### config.mk
export PLATFORM = sky130hd
export DESIGN_NAME = imm_splitter
export DESIGN_NICKNAME = d
export VERILOG_FILES = /design/src/rtl/imm_splitter_pkg.sv /design/src/rtl/imm_fit_check.sv /design/src/rtl/imm_splitter.sv
export SDC_FILE = /design/constraint.sdc
export NUM_CORES = 1
export LEC_CHECK = 0
export CAP_MARGIN = 0
export CORE_MARGIN = 1.5
export CORE_UTILIZATION = 35
export CTS_CLUSTER_DIAMETER = 40
export DETAILED_ROUTE_END_ITERATION = 16
export GPL_ROUTABILITY_DRIVEN = 0
export GPL_TIMING_DRIVEN = 0
export HOLD_SLACK_MARGIN = 0.15
export PLACE_DENSITY = 0.77
export SLEW_MARGIN = 40
export SYNTH_ARGS = -nofsm -noshare
export SYNTH_HDL_FRONTEND = slang
export SYNTH_SLANG_ARGS = --single-unit
export TNS_END_PERCENT = 50
### constraint.sdc
create_clock -name clk -period 5.75 [get_ports clk]
set_clock_uncertainty 0.15 [all_clocks]
set_input_delay 0.575 -clock clk [delete_from_list [all_inputs] [get_ports clk]]
set_output_delay 0.575 -clock clk [all_outputs]
set_load 0.01 [all_outputs]
### src/rtl/imm_splitter_pkg.sv
// Shared encodings for the immediate splitter and the decode-side sign-extension stage.
package imm_splitter_pkg;

  typedef enum logic [1:0] {
    KIND_SEXT  = 2'd0,
    KIND_UPPER = 2'd1,
    KIND_LOWER = 2'd2
  } kind_e;

  typedef enum logic [1:0] {
    ST_IDLE        = 2'd0,
    ST_EMIT_SINGLE = 2'd1,
    ST_EMIT_UPPER  = 2'd2,
    ST_EMIT_LOWER  = 2'd3
  } state_e;

endpackage

### src/rtl/imm_fit_check.sv
// True when a 32-bit constant is representable as a sign-extended 16-bit immediate.
module imm_fit_check (
  input  logic [31:0] value,
  output logic        fits
);

  assign fits = (value[31:15] == '0) || (value[31:15] == '1);

endmodule

### src/rtl/imm_splitter.sv
// Splits 32-bit constants into SEXT, or LUI + optional ORI, halfword fields.
// Statistics counters are built only when IMM_SPLITTER_STATS_EN is defined.
module imm_splitter
  import imm_splitter_pkg::*;
#(
  parameter int CNT_W = 16
) (
  input  logic             clk,
  input  logic             rst,
  input  logic             in_valid,
  output logic             in_ready,
  input  logic [31:0]      in_data,
  output logic             out_valid,
  input  logic             out_ready,
  output logic [15:0]      out_half,
  output logic [1:0]       out_kind,
  output logic             out_last,
  output logic [CNT_W-1:0] stat_single,
  output logic [CNT_W-1:0] stat_pair
);

  state_e      state_q;
  kind_e       kind_q;
  logic [15:0] half_q;
  logic [15:0] lo_q;
  logic        last_q;
  logic        fits;
  logic        accept;
  logic        out_xfer;

  imm_fit_check u_fit (
    .value (in_data),
    .fits  (fits)
  );

  assign out_valid = (state_q != ST_IDLE);
  assign out_xfer  = out_valid && out_ready;
  // Taking the last halfword frees the slot in the same cycle, so streams run without bubbles.
  assign in_ready  = (state_q == ST_IDLE) || (out_xfer && last_q);
  assign accept    = in_valid && in_ready;

  assign out_half  = half_q;
  assign out_kind  = kind_q;
  assign out_last  = last_q;

  // NOTE: state flops use non-blocking assignments so every register samples pre-edge values.
  always_ff @(posedge clk or posedge rst) begin
    if (rst) begin
      state_q <= ST_IDLE;
      half_q  <= '0;
      kind_q  <= KIND_SEXT;
      last_q  <= 1'b0;
    end else if (accept) begin
      if (fits) begin
        state_q <= ST_EMIT_SINGLE;
        half_q  <= in_data[15:0];
        kind_q  <= KIND_SEXT;
        last_q  <= 1'b1;
      end else begin
        state_q <= ST_EMIT_UPPER;
        half_q  <= in_data[31:16];
        kind_q  <= KIND_UPPER;
        last_q  <= (in_data[15:0] == '0);
      end
    end else if (out_xfer) begin
      if (last_q) begin
        state_q <= ST_IDLE;
      end else begin
        state_q <= ST_EMIT_LOWER;
        half_q  <= lo_q;
        kind_q  <= KIND_LOWER;
        last_q  <= 1'b1;
      end
    end
  end

  // NOTE: lo_q has no reset; it is always written on acceptance before EMIT_LOWER can read it.
  always_ff @(posedge clk) begin
    if (accept) lo_q <= in_data[15:0];
  end

`ifdef IMM_SPLITTER_STATS_EN
  logic [CNT_W-1:0] single_q;
  logic [CNT_W-1:0] pair_q;

  always_ff @(posedge clk or posedge rst) begin
    if (rst) begin
      single_q <= '0;
      pair_q   <= '0;
    end else begin
      if (out_xfer && state_q == ST_EMIT_SINGLE) single_q <= single_q + 1'b1;
      if (out_xfer && state_q == ST_EMIT_UPPER)  pair_q   <= pair_q + 1'b1;
    end
  end

  assign stat_single = single_q;
  assign stat_pair   = pair_q;
`else
  assign stat_single = '0;
  assign stat_pair   = '0;
`endif

endmodule

==> Word level (Yosys, flattened, before mapping) <==
Index checks and enable logic that the tools add are counted.
{ "totals": {"out_inout_bits": 53, "ff_bits": 37, "inputBits": 36, "elab_cells": 33} }
{ "op_classes": {"eq_ne": 2, "reduce_logical": 11, "n_mux": 15} }
{ "ops": {"columns": ["op", "count"], "rows": [
  ["2-to-1 mux 16 bit", 4],
  ["== test 17 bit (second input constant)", 1],
  ["zero test 17 bit", 1],
  ["zero test 16 bit", 1],
  ["2-to-1 mux 2 bit", 7],
  ["2-to-1 mux 1 bit", 4],
  ["nonzero test 2 bit", 2],
  ["logical AND 1 bit", 3],
  ["zero test 2 bit", 1],
  ["logical OR 1 bit", 2],
  ["!= test 2 x 1 -> 1 bit (second input constant)", 1],
  ["AND reduction 2 bit", 1]
]} }

==> Logic depth before layout (Yosys ltp) <==
Gate-level depths: netlist (run 1).
{ "depth": {"depth_word": 7, "mapped_depth": 7, "ltp_nobuf": 5} }

==> By module <==
A second synthesis (run 1) with hierarchy kept.
{ "unflattened": {"hier_cells": 182, "area_unflattened_um2": 2028.2} }
{ "by_module_without_submodules": {"columns": ["mod", "cells_each", "area_each_um2", "instances", "seq_area_each_um2"], "rows": [
  ["imm_splitter", 170, 1929.4, 1, 1006.0],
  ["imm_fit_check", 12, 98.8, 1, 0.0]
]} }

==> Least setup slack after synthesis (run 1) <==
Ideal clock, no wire load.
{ "synth_path": {"path_type": "in2reg", "start": "input in_valid", "end": "register lo_q[0], enable pin", "required_ns": 5.236, "t_arrival_ns": 1.563, "setup_slack_ns": 3.673, "n_path_buf": 2, "stages": 4, "setup_ns": 0.364, "path_cell_list": "clkbuf_1 > nand2_2 > buf_2 > inv_1"} }
{ "synth_between": {"elab_chain_len": 1} }
{ "synth_lines": {"columns": ["item", "line_no", "source"], "rows": [
  ["from (decl)", "imm_splitter.sv:10", "input logic in_valid,"],
  ["logical AND 1 bit", "imm_splitter.sv:40", "assign accept = in_valid && in_ready;"],
  ["via accept", "imm_splitter.sv:28", "logic accept;"],
  ["to (signal assigned)", "imm_splitter.sv:79", "if (accept) lo_q <= in_data[15:0];"],
  ["to (decl)", "imm_splitter.sv:25", "logic [15:0] lo_q;"]
]} }
The timed path passes the listed nets, and every way through them passes these cells.
A chain may end at the register's enable or synchronous reset.

==> Worst setup path after layout (run 1) <==
{ "layout_path": {"start": "input out_ready", "end": "output in_ready"} }
{ "layout_between": {"elab_chain_len": 3} }
{ "layout_lines": {"columns": ["item", "line_no", "source"], "rows": [
  ["from (decl)", "imm_splitter.sv:14", "input logic out_ready,"],
  ["logical AND 1 bit", "imm_splitter.sv:37", "assign out_xfer = out_valid && out_ready;"],
  ["logical AND 1 bit", "imm_splitter.sv:39", "assign in_ready = (state_q == ST_IDLE) || (out_xfer && last_q);"],
  ["logical OR 1 bit", "imm_splitter.sv:39", null],
  ["to (decl)", "imm_splitter.sv:11", "output logic in_ready,"]
]} }
Every way passes these cells.

==> flow_summary.json, run 1 <==
{
  "whs_ns": 0.333,
  "wl_per_cell_um": 14.4,
  "vdd_ir_drop_max_mv": 0.156,
  "die_w_um": 79.3,
  "seqCellArea_sq_mm": 0.00101,
  "worstPathRequired_ns": 5.03,
  "rows": 27,
  "dp_hpwl_um": 3780,
  "cts_setup_buffers": 0,
  "yosys_register_bits": 37,
  "wirelength_um": 5030,
  "routed-via-count": 1670,
  "tns_ns": 0,
  "synth_area_sq_mm": 0.00204,
  "cts_buffers": 5,
  "max_cap_violations": 0,
  "drtIter0Drc": 105,
  "global_route.usage.met1": 0.221,
  "finalPower_w": 0.00119,
  "rsz0062_at_grt": "no",
  "hold_class": "reg -> reg",
  "end_kind": "output pin",
  "netlist-cell-type-count": 34,
  "fmax_mhz": 372,
  "ys_warn_count": 0,
  "rr_startpoint": "state_q[0]",
  "clock_latency_ns": 0.30,
  "worst_slack_ns": 3.06,
  "clock_path_buffers": 2,
  "synthCells": 183,
  "drt-pass1-iter-count": 4,
  "die_y_um": 79.3,
  "cts_tree": "built",
  "hp-start": "out_kind[0]",
  "dp_worst_setup_slack_ns": 2.88,
  "grtUsageTotal": 0.167,
  "busiest_layer": "met2",
  "via_per_inst": 4.79,
  "ys_seq_area_frac": 0.494,
  "layout.nets": 312,
  "layout-drive-gt1-share": 0.264,
  "worst-setup-path-type": "in -> out",
  "powerDensity_mw_per_mm2": 407,
  "n_antenna_cell": 0,
  "leakage_nw": 1.20,
  "cp_max_fo": 7,
  "grt_pass1_vias": 1552,
  "grt_pass1_wl_um": 7830,
  "drc": 0,
  "clk_pin_slew_ns": 0.07,
  "finalSetupViolations": 0,
  "slew_headroom": 0.606,
  "synth_area_per_cell_sq_um": 11.1,
  "fin_crit_ns": 2.69,
  "slew_viol_final": 0,
  "io_pins": 89,
  "r2r_cells": 4,
  "ctsResizeCount": 0,
  "crit_start": "out_ready",
  "multiInputGateArea_sq_um": 836,
  "h-tree-depth": 2,
  "ctsHoldBuffers": 0,
  "finalHoldViolCount": 0,
  "status": "finished, final reports clean",
  "final_area_sq_mm": 0.00293,
  "fp.coreArea_sq_mm": 0.00557,
  "initial_utilization": 0.365,
  "crit_arrival_ns": 1.96,
  "min_delay_path_depth": 1,
  "met2_usage": 0.251,
  "port_buffers": 55,
  "grt_overflow": 0,
  "clock_sinks": 37,
  "grt_use_met3": 0.0529,
  "worstMarginPinSlew_ns": 0.590,
  "grt_max_degree": 22,
  "antenna_left": 0,
  "place_area_sq_mm": 0.00279,
  "min_period_over_period": 0.467,
  "antenna_found_initial": 0,
  "die-area_sq_mm": 0.00629,
  "startpoint_type": "input pin",
  "cts_root_buffer": "clkbuf_8",
  "fillers": 512,
  "area.growth.synth_to_final_pct": 43.7
}
-- Yosys cell counts, drive strengths merged --
master,number,area share
inv,6,0.011
o22ai,4,0.025
and4,1,0.0043
a21o,1,0.0037
nand2,17,0.033
or4,1,0.0055
nor4,9,0.028
nor2,18,0.034
a21oi,16,0.058
clkbuf,3,0.0055
buf,36,0.14
edfxtp,16,0.24
conb,1,0.0018
o2bb2ai,1,0.0074
nor2b,1,0.0031
o22a,1,0.0043
a211oi,1,0.0037
a221oi,15,0.095
mux2i,1,0.0049
nand3,1,0.0049
dfrtp,21,0.26
o21ai,3,0.0074
a31oi,1,0.0031
nand4,6,0.018
a22o,1,0.0043
nand3b,1,0.0037
-- worst max-delay path, cell delays in order --
cell and delay, ns:
clkdlybuf4s50_1 0.61, o2bb2ai_2 0.19, clkdlybuf4s50_1 0.59
-- kinds of logic (layout without fill, tap and decap cells) --
group           Yosys count  count (layout)  share of synthesized area
simple gates             55              55                      0.135
buf+inv                  45             108                      0.153
compound gates           44              44                      0.212
flops                    37              37                      0.494
other cells               1              32                    0.00184
mux                       1               1                    0.00491
-- worst paths after layout --
| path | endpoint | slack (ns) |
|---|---|---|
| max reg2reg | lo_q[6] | 3.63 |
| min reg2reg | out_kind[0] | 0.33 |
| max | in_ready | 3.06 |
| max in group asynchronous | state_q[1] | 4.66 |
| min | out_kind[0] | 0.33 |
| min in group asynchronous | out_half[2] | 0.46 |
-- per-layer routing --
layer  vias to the layer above  part of all wire
li1                        800                 -
met1                       777              0.42
met2                        80              0.48
met3                        13             0.076
met4                         0             0.024
met5                         -                 0
-- final cells by class --
class / count / area share
Clock inverter: 3 / 0.0222
Clock buffer: 5 / 0.0235
Timing Repair Buffer: 55 / 0.188
Tap cell: 72 / 0.0308
Multi-Input combinational cell: 132 / 0.285
Sequential cell: 37 / 0.344
Buffer: 39 / 0.0987
Inverter: 6 / 0.00769
-- flip-flops by register name, summed over array words and instances, names as in the netlist --
name	count
lo_q	16
out_half	16
out_kind	2
state_q	2
out_last	1
-- stage by stage --
stage	std cells	utilization
2_1_floorplan	214	-
3_3_place_gp	341	0.501
3_5_place_dp	341	0.501
4_1_cts	349	0.525
5_1_grt	349	0.525
6_report	349	0.525
-- cell usage in the layout, fill, tap and decap left out, types with 2 or more instances in the layout --
cell type | netlist | final
clkdlybuf4s50_1 | 0 | 55
buf_4 | 33 | 33
conb_1 | 1 | 32
dfrtp_1 | 21 | 21
nor2_1 | 17 | 17
nand2_1 | 16 | 16
edfxtp_1 | 16 | 16
a221oi_2 | 10 | 10
a21oi_2 | 10 | 10
nor4_1 | 9 | 9
nand4_1 | 6 | 6
a21oi_1 | 6 | 6
inv_1 | 6 | 5
a221oi_1 | 5 | 5
clkbuf_8 | 0 | 5
clkbuf_1 | 3 | 3
o21ai_0 | 3 | 3
buf_2 | 2 | 2
o22ai_2 | 2 | 2
bufinv_16 | 0 | 2
-- where the power goes --
group	internal (W)	switching (W)	total, W
registers	0.000373	0.0000548	0.000428
logic	0.000249	0.000242	0.000490
clock network	0.000172	0.000101	0.000273
total	0.000794	0.000397	0.00119
Note: power is estimated with default switching activity, not from simulation.
==> run 2, diff against run 1 <==
PLACE_DENSITY = 0.79   (was 0.77)
clock period = 2.3 ns   (was 5.75 ns; I/O delays follow)
==> flow_summary.json, run 2 (same netlist as run 1, synthesis figures left out) <==
{
  "initial_utilization": 0.365,
  "fillers": 519,
  "grt_pass1_wl_um": 7750,
  "leakage_nw": 1.17,
  "dp_worst_setup_slack_ns": -0.248,
  "rows": 27,
  "r2r_cells": 6,
  "grtUsageTotal": 0.164,
  "cp_max_fo": 16,
  "worst_slack_ns": 0.148,
  "fp.coreArea_sq_mm": 0.00557,
  "cts_root_buffer": "clkbuf_8",
  "worstPathRequired_ns": 2.09,
  "antenna_left": 0,
  "end_kind": "flop",
  "fmax_mhz": 465,
  "worst-setup-path-type": "in -> reg",
  "dp_cells": 341,
  "vdd_ir_drop_max_mv": 0.388,
  "fin_crit_ns": 2.15,
  "io_pins": 89,
  "stdcell_count": 349,
  "die_y_um": 79.3,
  "layout-drive-gt1-share": 0.264,
  "area.growth.synth_to_final_pct": 41.8,
  "clk_pin_slew_ns": 0.07,
  "crit_arrival_ns": 1.94,
  "port_buffers": 55,
  "die-area_sq_mm": 0.00629,
  "h-tree-depth": 2,
  "final_common_cell": "clkdlybuf4s50_1",
  "min_period_over_period": 0.936,
  "cts_tree": "built",
  "slew_viol_final": 0,
  "grt_max_degree": 22,
  "wl_per_cell_um": 14.0,
  "grt_pass1_vias": 1570,
  "drc": 0,
  "wirelength_um": 4870,
  "ctsHoldBuffers": 0,
  "clock_latency_ns": 0.29,
  "grt_overflow": 0,
  "layout.nets": 312,
  "cts_buffers": 5,
  "cts_setup_buffers": 0,
  "die_w_um": 79.3,
  "whs_ns": 0.123,
  "drt-pass1-iter-count": 4,
  "mostFrequentLayoutCells": "clkdlybuf4s50_1 (55), buf_4 (33), conb_1 (32)",
  "powerDensity_mw_per_mm2": 957,
  "dp_hpwl_um": 3810,
  "finalHoldViolCount": 0,
  "n_antenna_cell": 0,
  "hold_class": "in -> async",
  "via_per_inst": 4.72,
  "ctsResizeCount": 0,
  "post-route-util": 0.518,
  "finalSetupViolations": 0,
  "status": "finished, final reports clean",
  "startpoint_type": "input pin",
  "clock_path_buffers": 2,
  "tns_ns": 0,
  "clock_sinks": 37,
  "max_cap_violations": 0,
  "rsz0062_at_grt": "no",
  "routed-via-count": 1648,
  "drtIter0Drc": 119,
  "antenna_found_initial": 0
}
run 2: layout make-up:
type,instances,area [sq um],share of cell area
Clock inverter,2,8.76,0.00303
Multi-Input combinational cell,132,836,0.289
Clock buffer,6,82.6,0.0286
Tap cell,72,90.1,0.0312
Buffer,39,289,0.100
Timing Repair Buffer,55,551,0.191
Inverter,6,26.3,0.00909
Sequential cell,37,1010,0.348
run 2: per-layer routing:
| layer | track usage | wire length [um] |
|---|---|---|
| met1 | 0.212 | 2150 |
| met2 | 0.263 | 2320 |
| met3 | 0.0460 | 329 |
| met4 | 0.0526 | 76 |
| met5 | 0 | 0 |
run 2: worst max-delay path, stage by stage:
cell             delay, ns
clkdlybuf4s50_1       0.54
o2bb2ai_2             0.22
nand2_2               0.22
buf_2                 0.34
clkinvlp_4            0.38
run 2: path summary, 6_finish.rpt:
kind                        startpoint      endpoint  slack, ns
min reg2reg                out_kind[0]   out_kind[0]       0.33
min                                rst   out_half[2]       0.12
max reg2reg                 state_q[1]   out_half[1]       0.22
max                          out_ready       lo_q[8]       0.15
min in group clk              in_valid  out_half[15]       0.27
max in group asynchronous          rst  out_half[14]       1.56
run 2: through the flow:
stage,area (sq um),power [W]
after CTS,2890,0.00277
after floorplan,2150,0.00172
after detailed placement,2790,0.00232
after global placement,2790,0.00228
after global routing,2890,0.00293
final,2890,0.00276
run 2: where the power goes:
group          leakage [nW]  total [W]  internal, W  switching (W)
registers             0.387    0.00107     0.000932       0.000136
clock network        0.0486   0.000461     0.000237       0.000223
logic                 0.736    0.00124     0.000623       0.000613
total                  1.17    0.00276      0.00179       0.000972
==> run 3, diff against run 2 <==
MAX_ROUTING_LAYER = met4   (was not set)
REMOVE_ABC_BUFFERS = 1   (was not set)
==> flow_summary.json, run 3 (same netlist as run 1, synthesis figures left out) <==
{
  "status": "finished, final reports clean",
  "grt_pass1_wl_um": 7580,
  "io_pins": 89,
  "dp_hpwl_um": 3400,
  "h-tree-depth": 2,
  "drtIter0Drc": 107,
  "finalSetupViolations": 0,
  "hold_class": "in -> async",
  "reg2reg_to": "lo_q[1]",
  "rr_startpoint": "out_last",
  "die_y_um": 79.3,
  "startpoint_type": "input pin",
  "cts_buffers": 5,
  "routed-via-count": 1568,
  "area.growth.synth_to_final_pct": 30.7,
  "min_period_over_period": 0.965,
  "crit_arrival_ns": 2.00,
  "cp_max_fo": 18,
  "clock_path_buffers": 2,
  "end_kind": "flop",
  "leakage_nw": 0.993,
  "finalPower_w": 0.00275,
  "rows": 27,
  "layout.nets": 276,
  "vdd_ir_drop_max_mv": 0.454,
  "clock_latency_ns": 0.29,
  "initial_utilization": 0.365,
  "r2r_slack_ns": 0.22,
  "mostFrequentLayoutCells": "clkdlybuf4s50_1 (56), conb_1 (32), dfrtp_1 (21)",
  "cts_tree": "built",
  "clk_pin_slew_ns": 0.08,
  "fin_crit_ns": 2.22,
  "drc": 0,
  "grt_overflow": 0,
  "die_w_um": 79.3,
  "die-area_sq_mm": 0.00629,
  "antenna_found_initial": 0,
  "worstPathRequired_ns": 2.08,
  "antenna_left": 0,
  "post-route-util": 0.478,
  "n_antenna_cell": 0,
  "max_cap_violations": 0,
  "slew_headroom": 0.552,
  "final_common_cell": "clkdlybuf4s50_1",
  "cts_root_buffer": "clkbuf_8",
  "finalHoldViolCount": 0,
  "wl_per_cell_um": 15.1,
  "grt_pass1_vias": 1534,
  "layout-drive-gt1-share": 0.166,
  "grt_max_degree": 22,
  "clock_sinks": 37,
  "worst-setup-path-type": "in -> reg",
  "wirelength_um": 4720,
  "rsz0062_at_grt": "no",
  "whs_ns": 0.111,
  "via_per_inst": 5.01,
  "r2r_cells": 3,
  "port_buffers": 56,
  "fmax_mhz": 450,
  "worstMarginPinSlew_ns": 0.673,
  "powerDensity_mw_per_mm2": 1030,
  "slew_viol_final": 0,
  "grtUsageTotal": 0.163,
  "fp.coreArea_sq_mm": 0.00557,
  "drt-pass1-iter-count": 4
}
[run 3: what timing repair did]
| action | in CTS | in global routing |
|---|---|---|
| gates resized for setup | 0 | 2 |
| setup endpoints to repair | 0 | 31 |
| hold buffers | 0 | 0 |
| buffers inserted | 0 | 2 |
[run 3: worst max path at each step]
| stage | startpoint | endpoint | cells past startpoint |
|---|---|---|---|
| 3_5_place_dp | in_data[29] | out_half[6] | 6 |
| 2_1_floorplan | state_q[0] | lo_q[0] | 3 |
| 5_1_grt | out_ready | lo_q[15] | 4 |
| 6_report | out_ready | lo_q[1] | 4 |
| 3_3_place_gp | in_data[30] | out_half[7] | 6 |
| 4_1_cts | out_ready | lo_q[15] | 4 |
[run 3: per-stage QoR]
step                      cells  setup slack (ns)  TNS (ns)  cell area, sq um
after floorplan             175             0.410         0              1860
after global placement      303            -0.225     -5.87              2510
after detailed placement    303            -0.288     -8.37              2520
after CTS                   311            0.0218         0              2620
after global routing        313            0.0308         0              2660
final                       313            0.0797         0              2660
[run 3: cell type report]
| class | instances | area [sq um] |
|---|---|---|
| clock buffer | 7 | 96.3 |
| clock inverter | 1 | 5.00 |
| fill | 526 | 2910 |
| inverter | 6 | 26.3 |
| multi-input combinational | 132 | 851 |
| sequential | 37 | 1010 |
| tap | 72 | 90.1 |
| timing repair buffer | 58 | 588 |
[run 3: where the power goes]
| part | switching (W) | internal (W) | total [W] |
|---|---|---|---|
| registers | 0.000129 | 0.000932 | 0.00106 |
| logic | 0.000601 | 0.000580 | 0.00118 |
| clock network | 0.000232 | 0.000271 | 0.000503 |
[run 3: per-layer routing]
layer	part of all wire	up-vias	routed length [um]	track usage
met5	0	-	0	-
met4	0.0064	0	30	0.0404
met3	0.069	3	326	0.0494
met2	0.49	70	2310	0.262
met1	0.43	765	2050	0.202
li1	-	730	-	-
[run 3: worst max-delay path: stages]
cell and delay, ns:
clkdlybuf4s50_1 0.58, o2bb2ai_2 0.24, nand2_2 0.42, clkinvlp_4 0.52
